$ cat config.mk
export PLATFORM = sky130hd
export DESIGN_NAME = conv_sequencer
export DESIGN_NICKNAME = d
export VERILOG_FILES = /design/src/rtl/conv_sequencer.sv
export SDC_FILE = /design/constraint.sdc
export NUM_CORES = 1
export LEC_CHECK = 0
export ABC_CLOCK_PERIOD_IN_PS = 2800
export CAP_MARGIN = 20
export CORE_MARGIN = 3
export CORE_UTILIZATION = 53
export DETAILED_ROUTE_END_ITERATION = 8
export PLACE_DENSITY = 0.75
export RECOVER_POWER = 50
export SLEW_MARGIN = 20
export SYNTH_ARGS = -nofsm -noshare
export SYNTH_HDL_FRONTEND = slang
export SYNTH_SLANG_ARGS = --single-unit
$ cat constraint.sdc
create_clock -name clk -period 2.8 [get_ports clk]
set_clock_uncertainty 0.2 [all_clocks]
set_input_delay 0.7 -clock clk [delete_from_list [all_inputs] [get_ports clk]]
set_output_delay 0.7 -clock clk [all_outputs]
set_load 0.005 [all_outputs]
$ cat src/rtl/conv_sequencer.sv
// Front-end for the 6x6 binary convolution: synchronises buttons, loads rows, serially sums the frame.
// Latency: a button edge acts SYNC_STAGES cycles after sampling; the compute takes ROWS*COLS cycles.
// No backpressure: pulses are ignored in states that cannot use them.
module conv_sequencer #(
    parameter int ROWS        = 6,
    parameter int COLS        = 6,
    parameter int SYNC_STAGES = 2
) (
    input  logic       clk,
    input  logic       rst_n,
    input  logic [7:0] ui_in,
    output logic [5:0] result,
    output logic [2:0] rows_loaded,
    output logic       ready,
    output logic       busy,
    output logic       done
);

    localparam int         CELLS    = ROWS * COLS;
    localparam logic [2:0] ROWS_L   = 3'(ROWS);
    localparam logic [5:0] LAST_IDX = 6'(CELLS - 1);

    typedef enum logic [2:0] {
        S_IDLE    = 3'd0,
        S_LOAD    = 3'd1,
        S_READY   = 3'd2,
        S_COMPUTE = 3'd3,
        S_DONE    = 3'd4
    } state_t;

    state_t                        state_q, state_d;
    logic [SYNC_STAGES-1:0][7:0]   sync_q;
    logic [1:0]                    btn_prev_q;
    logic [CELLS-1:0]              frame_q, frame_d;
    logic [2:0]                    rows_q, rows_d;
    logic [5:0]                    acc_q, acc_d;
    logic [5:0]                    idx_q, idx_d;
    logic [5:0]                    result_q, result_d;
    logic [7:0]                    sync_out;
    logic                          load_p, start_p;
    logic                          cell_bit;
    logic [5:0]                    acc_sum;
    logic                          write_row;
    logic [2:0]                    wr_sel;

    // Every ui_in bit shares the same chain so row data stays aligned with the load strobe.
    assign sync_out = sync_q[SYNC_STAGES-1];
    assign load_p   = sync_out[6] & ~btn_prev_q[0];
    assign start_p  = sync_out[7] & ~btn_prev_q[1];

    // Kernel is all ones, so each cell's product is just the stored bit; idx is row-major r*COLS+c.
    assign cell_bit = frame_q[idx_q];
    assign acc_sum  = acc_q + {5'b0, cell_bit};

    // Synchroniser chain and button history for rising-edge detection.
    always_ff @(posedge clk or negedge rst_n) begin
        if (!rst_n) begin
            sync_q     <= '0;
            btn_prev_q <= '0;
        end else begin
            sync_q     <= {sync_q[SYNC_STAGES-2:0], ui_in};
            btn_prev_q <= sync_out[7:6];
        end
    end

    // Control and datapath state registers.
    always_ff @(posedge clk or negedge rst_n) begin
        if (!rst_n) begin
            state_q  <= S_IDLE;
            frame_q  <= '0;
            rows_q   <= '0;
            acc_q    <= '0;
            idx_q    <= '0;
            result_q <= '0;
        end else begin
            state_q  <= state_d;
            frame_q  <= frame_d;
            rows_q   <= rows_d;
            acc_q    <= acc_d;
            idx_q    <= idx_d;
            result_q <= result_d;
        end
    end

    // Next-state logic: start beats load where both are legal, load beats start elsewhere.
    always_comb begin
        state_d   = state_q;
        frame_d   = frame_q;
        rows_d    = rows_q;
        acc_d     = acc_q;
        idx_d     = idx_q;
        result_d  = result_q;
        write_row = 1'b0;
        wr_sel    = rows_q;
        case (state_q)
            S_IDLE: begin
                if (load_p) begin
                    write_row = 1'b1;
                    wr_sel    = 3'd0;
                    rows_d    = 3'd1;
                    state_d   = (ROWS_L == 3'd1) ? S_READY : S_LOAD;
                end
            end
            S_LOAD: begin
                if (load_p) begin
                    write_row = 1'b1;
                    wr_sel    = rows_q;
                    rows_d    = rows_q + 3'd1;
                    state_d   = (rows_d == ROWS_L) ? S_READY : S_LOAD;
                end
            end
            S_READY: begin
                if (start_p) begin
                    acc_d   = '0;
                    idx_d   = '0;
                    state_d = S_COMPUTE;
                end
            end
            S_COMPUTE: begin
                acc_d = acc_sum;
                idx_d = idx_q + 6'd1;
                if (idx_q == LAST_IDX) begin
                    result_d = acc_sum;
                    state_d  = S_DONE;
                end
            end
            S_DONE: begin
                if (start_p) begin
                    acc_d   = '0;
                    idx_d   = '0;
                    state_d = S_COMPUTE;
                end else if (load_p) begin
                    // Rows 1.. stay stale until overwritten by the following loads.
                    write_row = 1'b1;
                    wr_sel    = 3'd0;
                    rows_d    = 3'd1;
                    state_d   = (ROWS_L == 3'd1) ? S_READY : S_LOAD;
                end
            end
            default: state_d = S_IDLE;
        endcase
        if (write_row) begin
            for (int r = 0; r < ROWS; r++) begin
                if (3'(r) == wr_sel) begin
                    frame_d[r*COLS +: COLS] = sync_out[COLS-1:0];
                end
            end
        end
    end

    assign result      = result_q;
    assign rows_loaded = rows_q;
    assign ready       = (state_q == S_READY);
    assign busy        = (state_q == S_COMPUTE);
    assign done        = (state_q == S_DONE);

endmodule

Yosys cells after proc, flatten, opt, wreduce, memory -nomap -nowiden
Index checks and enable logic that the tools add are counted. W data, S select, Z words.

Flip-flop bits (word level): 78. Bits of input ports: 10. Output and inout bits: 12. Logic and storage cells: 76.

$add $sub $neg: 3. Magnitude comparators: 1. Equal/unequal tests: 16. Muxes and demuxes: 22. Bitwise logic cells: 4. Reductions and logical operators: 16.

Operators by type and width (number): $mux W3 (10); $pmux W6 S2 (2); $reduce_and A2 Y1 (8); $pmux W3 S5 (1); $pmux W3 S3 (1); $lt A6 B7 Y1 const B (1); $add A6 B1 Y6 (1); $add A6 B1 Y6 const B (1); $bmux W1 S6 (1); $eq A2 B3 Y1 const A (2); $eq A3 B2 Y1 const B (2); $eq A3 B3 Y1 const A (2); $eq A3 B3 Y1 const B (2); $eq A6 B6 Y1 const B (1); $logic_not A3 Y1 (2); $mux W6 (1); $ne A2 B1 Y1 const B (3); $pmux W3 S2 (1); $reduce_and A3 Y1 (2); $ne A2 B2 Y1 const B (2); $reduce_or A2 Y1 (2); $add A3 B1 Y3 const B (1); $eq A1 B3 Y1 const A (1); $eq A3 B1 Y1 const B (1); 7 further kinds (11).

Logic depth before layout (Yosys ltp)
Depth after elaboration: 7. Gate-level depth with buffers: 12. Mapped depth without buffers: 10.

Worst setup path after synthesis
No wires, ideal clock.

Path type: reg2reg. Start: reg idx_q[0]. End: reg acc_q[4]. Setup time: 0.131 ns. Arrival: 2.286 ns. Required time: 2.469 ns. Slack: 0.183 ns. Stages on the path, launching flop included: 12. Buffers on the path: 1. Clock period less this slack: 2.617 ns. Cell sequence: dfrtp_1 buf_6 mux4_1 mux2_2 nand2_1 nand3_1 a22o_1 ha_1 ha_1 nand3_1 xor2_1 o21ai_0.

Longest elaborated chain between the ends: 4.

RTL lines: start: declaration (line 37) `logic [5:0] idx_q, idx_d;`; start signal: assignment (line 80) `idx_q <= idx_d;`; $bmux W1 S6 (line 52) `assign cell_bit = frame_q[idx_q];`; $mux W1 (not written as such) (line 52); $add A6 B1 Y6 (line 53) `assign acc_sum = acc_q + {5'b0, cell_bit};`; $pmux W6 S2 (line 95) `case (state_q)`; end signal: assignment (line 72) `acc_q <= '0;`; end signal: assignment (line 79) `acc_q <= acc_d;`; end: declaration (line 36) `logic [5:0] acc_q, acc_d;`.

No other way between the ends. The select of a mux whose other input is x is not followed. A chain may end at the register's enable or synchronous reset.

Final worst setup path
Start: reg state_q[2]. End: out busy.

Longest elaborated chain between the ends: 1.

RTL lines: start: declaration (line 31) `state_t state_q, state_d;`; start signal: assignment (line 76) `state_q <= state_d;`; $eq A3 B2 Y1 (line 154) `assign busy = (state_q == S_COMPUTE);`; end: declaration (line 15) `output logic busy,`.

No other way between the ends.

==> impl_metrics.toml <==
[outcome]
status = "complete, but fails checks"
violations = "max-capacitance violations, max-slew violations"

[sta]
period_minus_slack_ns = 2.68
hold_violations = 0
slew_headroom_pct = -31.4
tns_ns = 0
max_freq_mhz = 374
slew_violations = 36
finalSetupViolations = 0
fin_crit_sh_pct = 95.6
hold_slack_ns = 0.155
tightest_slew_ns = 1.97

[synthesis]
synth_cell_types = 42
synth_edf_count = 0
synth_top_family_by_area = "multiplexers"
syn-num-nets = 276
synth_compound_gate_area_share_pct = 7.11
synth_fa_ha_area_share_pct = 1.83
synth-seq-cells = 78
synth_xor_area_share_pct = 1.54
async_reset_ff_share_pct = 100
synth_area_um2 = 3410
synth.area.top_cells = "dfrtp_1, mux2_2, mux4_1"
yosys_warnings = 0
synth_area_leader_cell = "dfrtp_1"
synthCells = 261
avgSynthCellArea_um2 = 13.1
synthFlopType = "dfrtp_1"
yosys.area_share.simple_pct = 10.3
ys_seq_area_share_pct = 57.2
synth_top_area_share_pct = 57.2
synth.mux.area_fraction_pct = 19.4

[critical_path]
path_class = "reg -> out"
crit_fanout = 8
rrSetupSlack_ns = 0.17
r2r-end = "result[4]$_DFFE_PN0P_"
startpoint_type = "flip-flop"
r2r-start = "idx_q[0]$_DFFE_PN0P_"
cp.required_ns = 1.90
slowest_delay_ns = 0.51
cp.arrival_ns = 1.78
worst_setup_path_end_kind = "output port"
crit_slowest_cell = "clkdlybuf4s50_1"
reg2reg_depth = 10
cp_cell_sequence = "nor2b_4 -> nand2_1 -> inv_2 -> clkdlybuf4s50_1"

[min_path]
min_from = "sync_q[7]$_DFF_PN0_"
hold_path_class = "reg -> reg"
min_path_cells = 0
hold_path_end = "sync_out[7]$_DFF_PN0_"

[layout]
area_delta_synth_final_pct = 17.2
nets = 305
diodes = 0
final_common_cell = "dfrtp_1"
drive_gt1_share_pct = 28.1
final_cell_area_um2 = 4000
fill_cells = 462
final_cells = 370
final_cell_mix = "dfrtp_1, mux2_2, nor2_1"

[floorplanning]
die_h_um = 86.2
dieArea_um2 = 7440
die_x_um = 86.2
rows = 28
start_util_pct = 56.3
core_um2 = 6060
num_io_pins = 22

[power]
p_seq_share_pct = 43.3
p_sw_uw = 1180
swShare_pct = 30.9
cellPowerDensity_nw_per_um2 = 952
p_clk_share_pct = 27.4
ir_worst_vdd_v = 0.000516
leakage_uw = 0.00178
comb_power_share_pct = 29.3
power_uw = 3810
internal_power_uw = 2630

[placed_design]
post-place-cells = 354
dp_hpwl_um = 4400
placed_area_um2 = 3710
io_buffers = 21
gp_congestion = 0.821

[clock_tree]
cts_buffers = 9
h-tree-depth = 3
cts_setup_buffers = 0
clockBufferDepth = 2
clock_latency_ns = 0.35
cts_hold_buf = 0
clockRootBuffer = "clkbuf_8"
path_clk_slew_ns = 0.08
tritoncts = "yes"
ctsResizeCount = 0
cts_sinks = 78

[global_routing]
grt_pass1_wl_um = 10600
grt_max_degree = 44
grt.overflow.total = 0
grt_pass1_vias = 2103
antenna_found_initial = 0
track_usage_pct = 18.6

[route]
firstDrtPassIters = 4
drcViolationCount = 0
via_per_inst = 5.73
drt-total-wl_um = 6310
dr.first_iter.drc_count = 111
final_antenna_net_count = 0
dr_total_vias = 2121
post_drt_wl_per_cell_um = 17.1

[job]
maxCapViolations = 1
[kinds of logic (layout without fill, tap and decap cells)]
group	count (synthesis)	after routing
xor gates and xnor gates	6	6
and+or+nand+nor	65	65
DFF	78	78
muxes	51	51
AOI/OAI and AO/OA	40	40
buffers and inverters	16	50
adders and majority gates	5	5
[state kept, by name (all words and copies together), names as in the netlist]
signal       count
idx_q            6
acc_q            6
btn_prev_q       2
rows_loaded      3
state_q          3
frame_q         36
sync_out         8
sync_q           8
result           6
[cells in the mapped netlist (all sizes together), types with 5 or more instances]
master and n:
mux4 7, inv 5, a21oi 12, mux2 39
nand2 12, mux2i 5, nand2b 7, ha 5
dfrtp 78, nand3 7, buf 7, o21ai 12
nor2 17
[power by group through the flow]
stage | clock [uW] | combinational, uW | sequential (uW)
6_report | 1040 | 1110 | 1650
5_1_grt | 1120 | 1260 | 1700
4_1_cts | 1070 | 1090 | 1630
3_5_place_dp | 0 | 1080 | 1650
3_3_place_gp | 0 | 1050 | 1640
2_1_floorplan | 0 | 880 | 1520
[stage by stage]
stage	worst slack [ns]	utilization [%]
final	0.124	66.0
after global routing	-0.00559	66.0
after CTS	0.0388	65.5
after detailed placement	0.0392	61.3
after global placement	0.0922	61.3
after floorplan	0.183	-
[layout make-up]
cell class	count	area, um^2	area share [%]
clock buffer	10	138	3.44
clock inverter	6	116	2.91
inverter	5	18.8	0.469
multi-input combinational	167	1400	34.9
sequential	78	1960	48.9
tap	75	93.8	2.35
timing repair buffer	29	280	7.01
[critical path: cells and delay by family, from the launching register on]
family	cells	cell delay (ns)
and+or+nand+nor	2	0.29
buffers and inverters	2	0.65
DFF	1	0.48
[worst max path at each step]
| stage | from | to | slack, ns | cells past startpoint |
|---|---|---|---|---|
| 6_report | state_q[2]$_DFFE_PN0P_ | busy | 0.12 | 4 |
| 5_1_grt | idx_q[0]$_DFFE_PN0P_ | result[4]$_DFFE_PN0P_ | -0.006 | 10 |
| 2_1_floorplan | idx_q[0]$_DFFE_PN0P_ | acc_q[4]$_DFFE_PN0P_ | 0.18 | 11 |
| 3_3_place_gp | idx_q[0]$_DFFE_PN0P_ | result[4]$_DFFE_PN0P_ | 0.09 | 10 |
| 4_1_cts | idx_q[0]$_DFFE_PN0P_ | result[4]$_DFFE_PN0P_ | 0.04 | 10 |
| 3_5_place_dp | idx_q[0]$_DFFE_PN0P_ | result[4]$_DFFE_PN0P_ | 0.04 | 10 |
[per-layer routing]
metal | global-route usage (%) | share of wire [%]
met5 | 0 | 0
met4 | 8.92 | 2.0
met3 | 3.80 | 3.6
met2 | 28.1 | 47
met1 | 26.0 | 47
No activity file was read; power rests on OpenSTA's default activity.
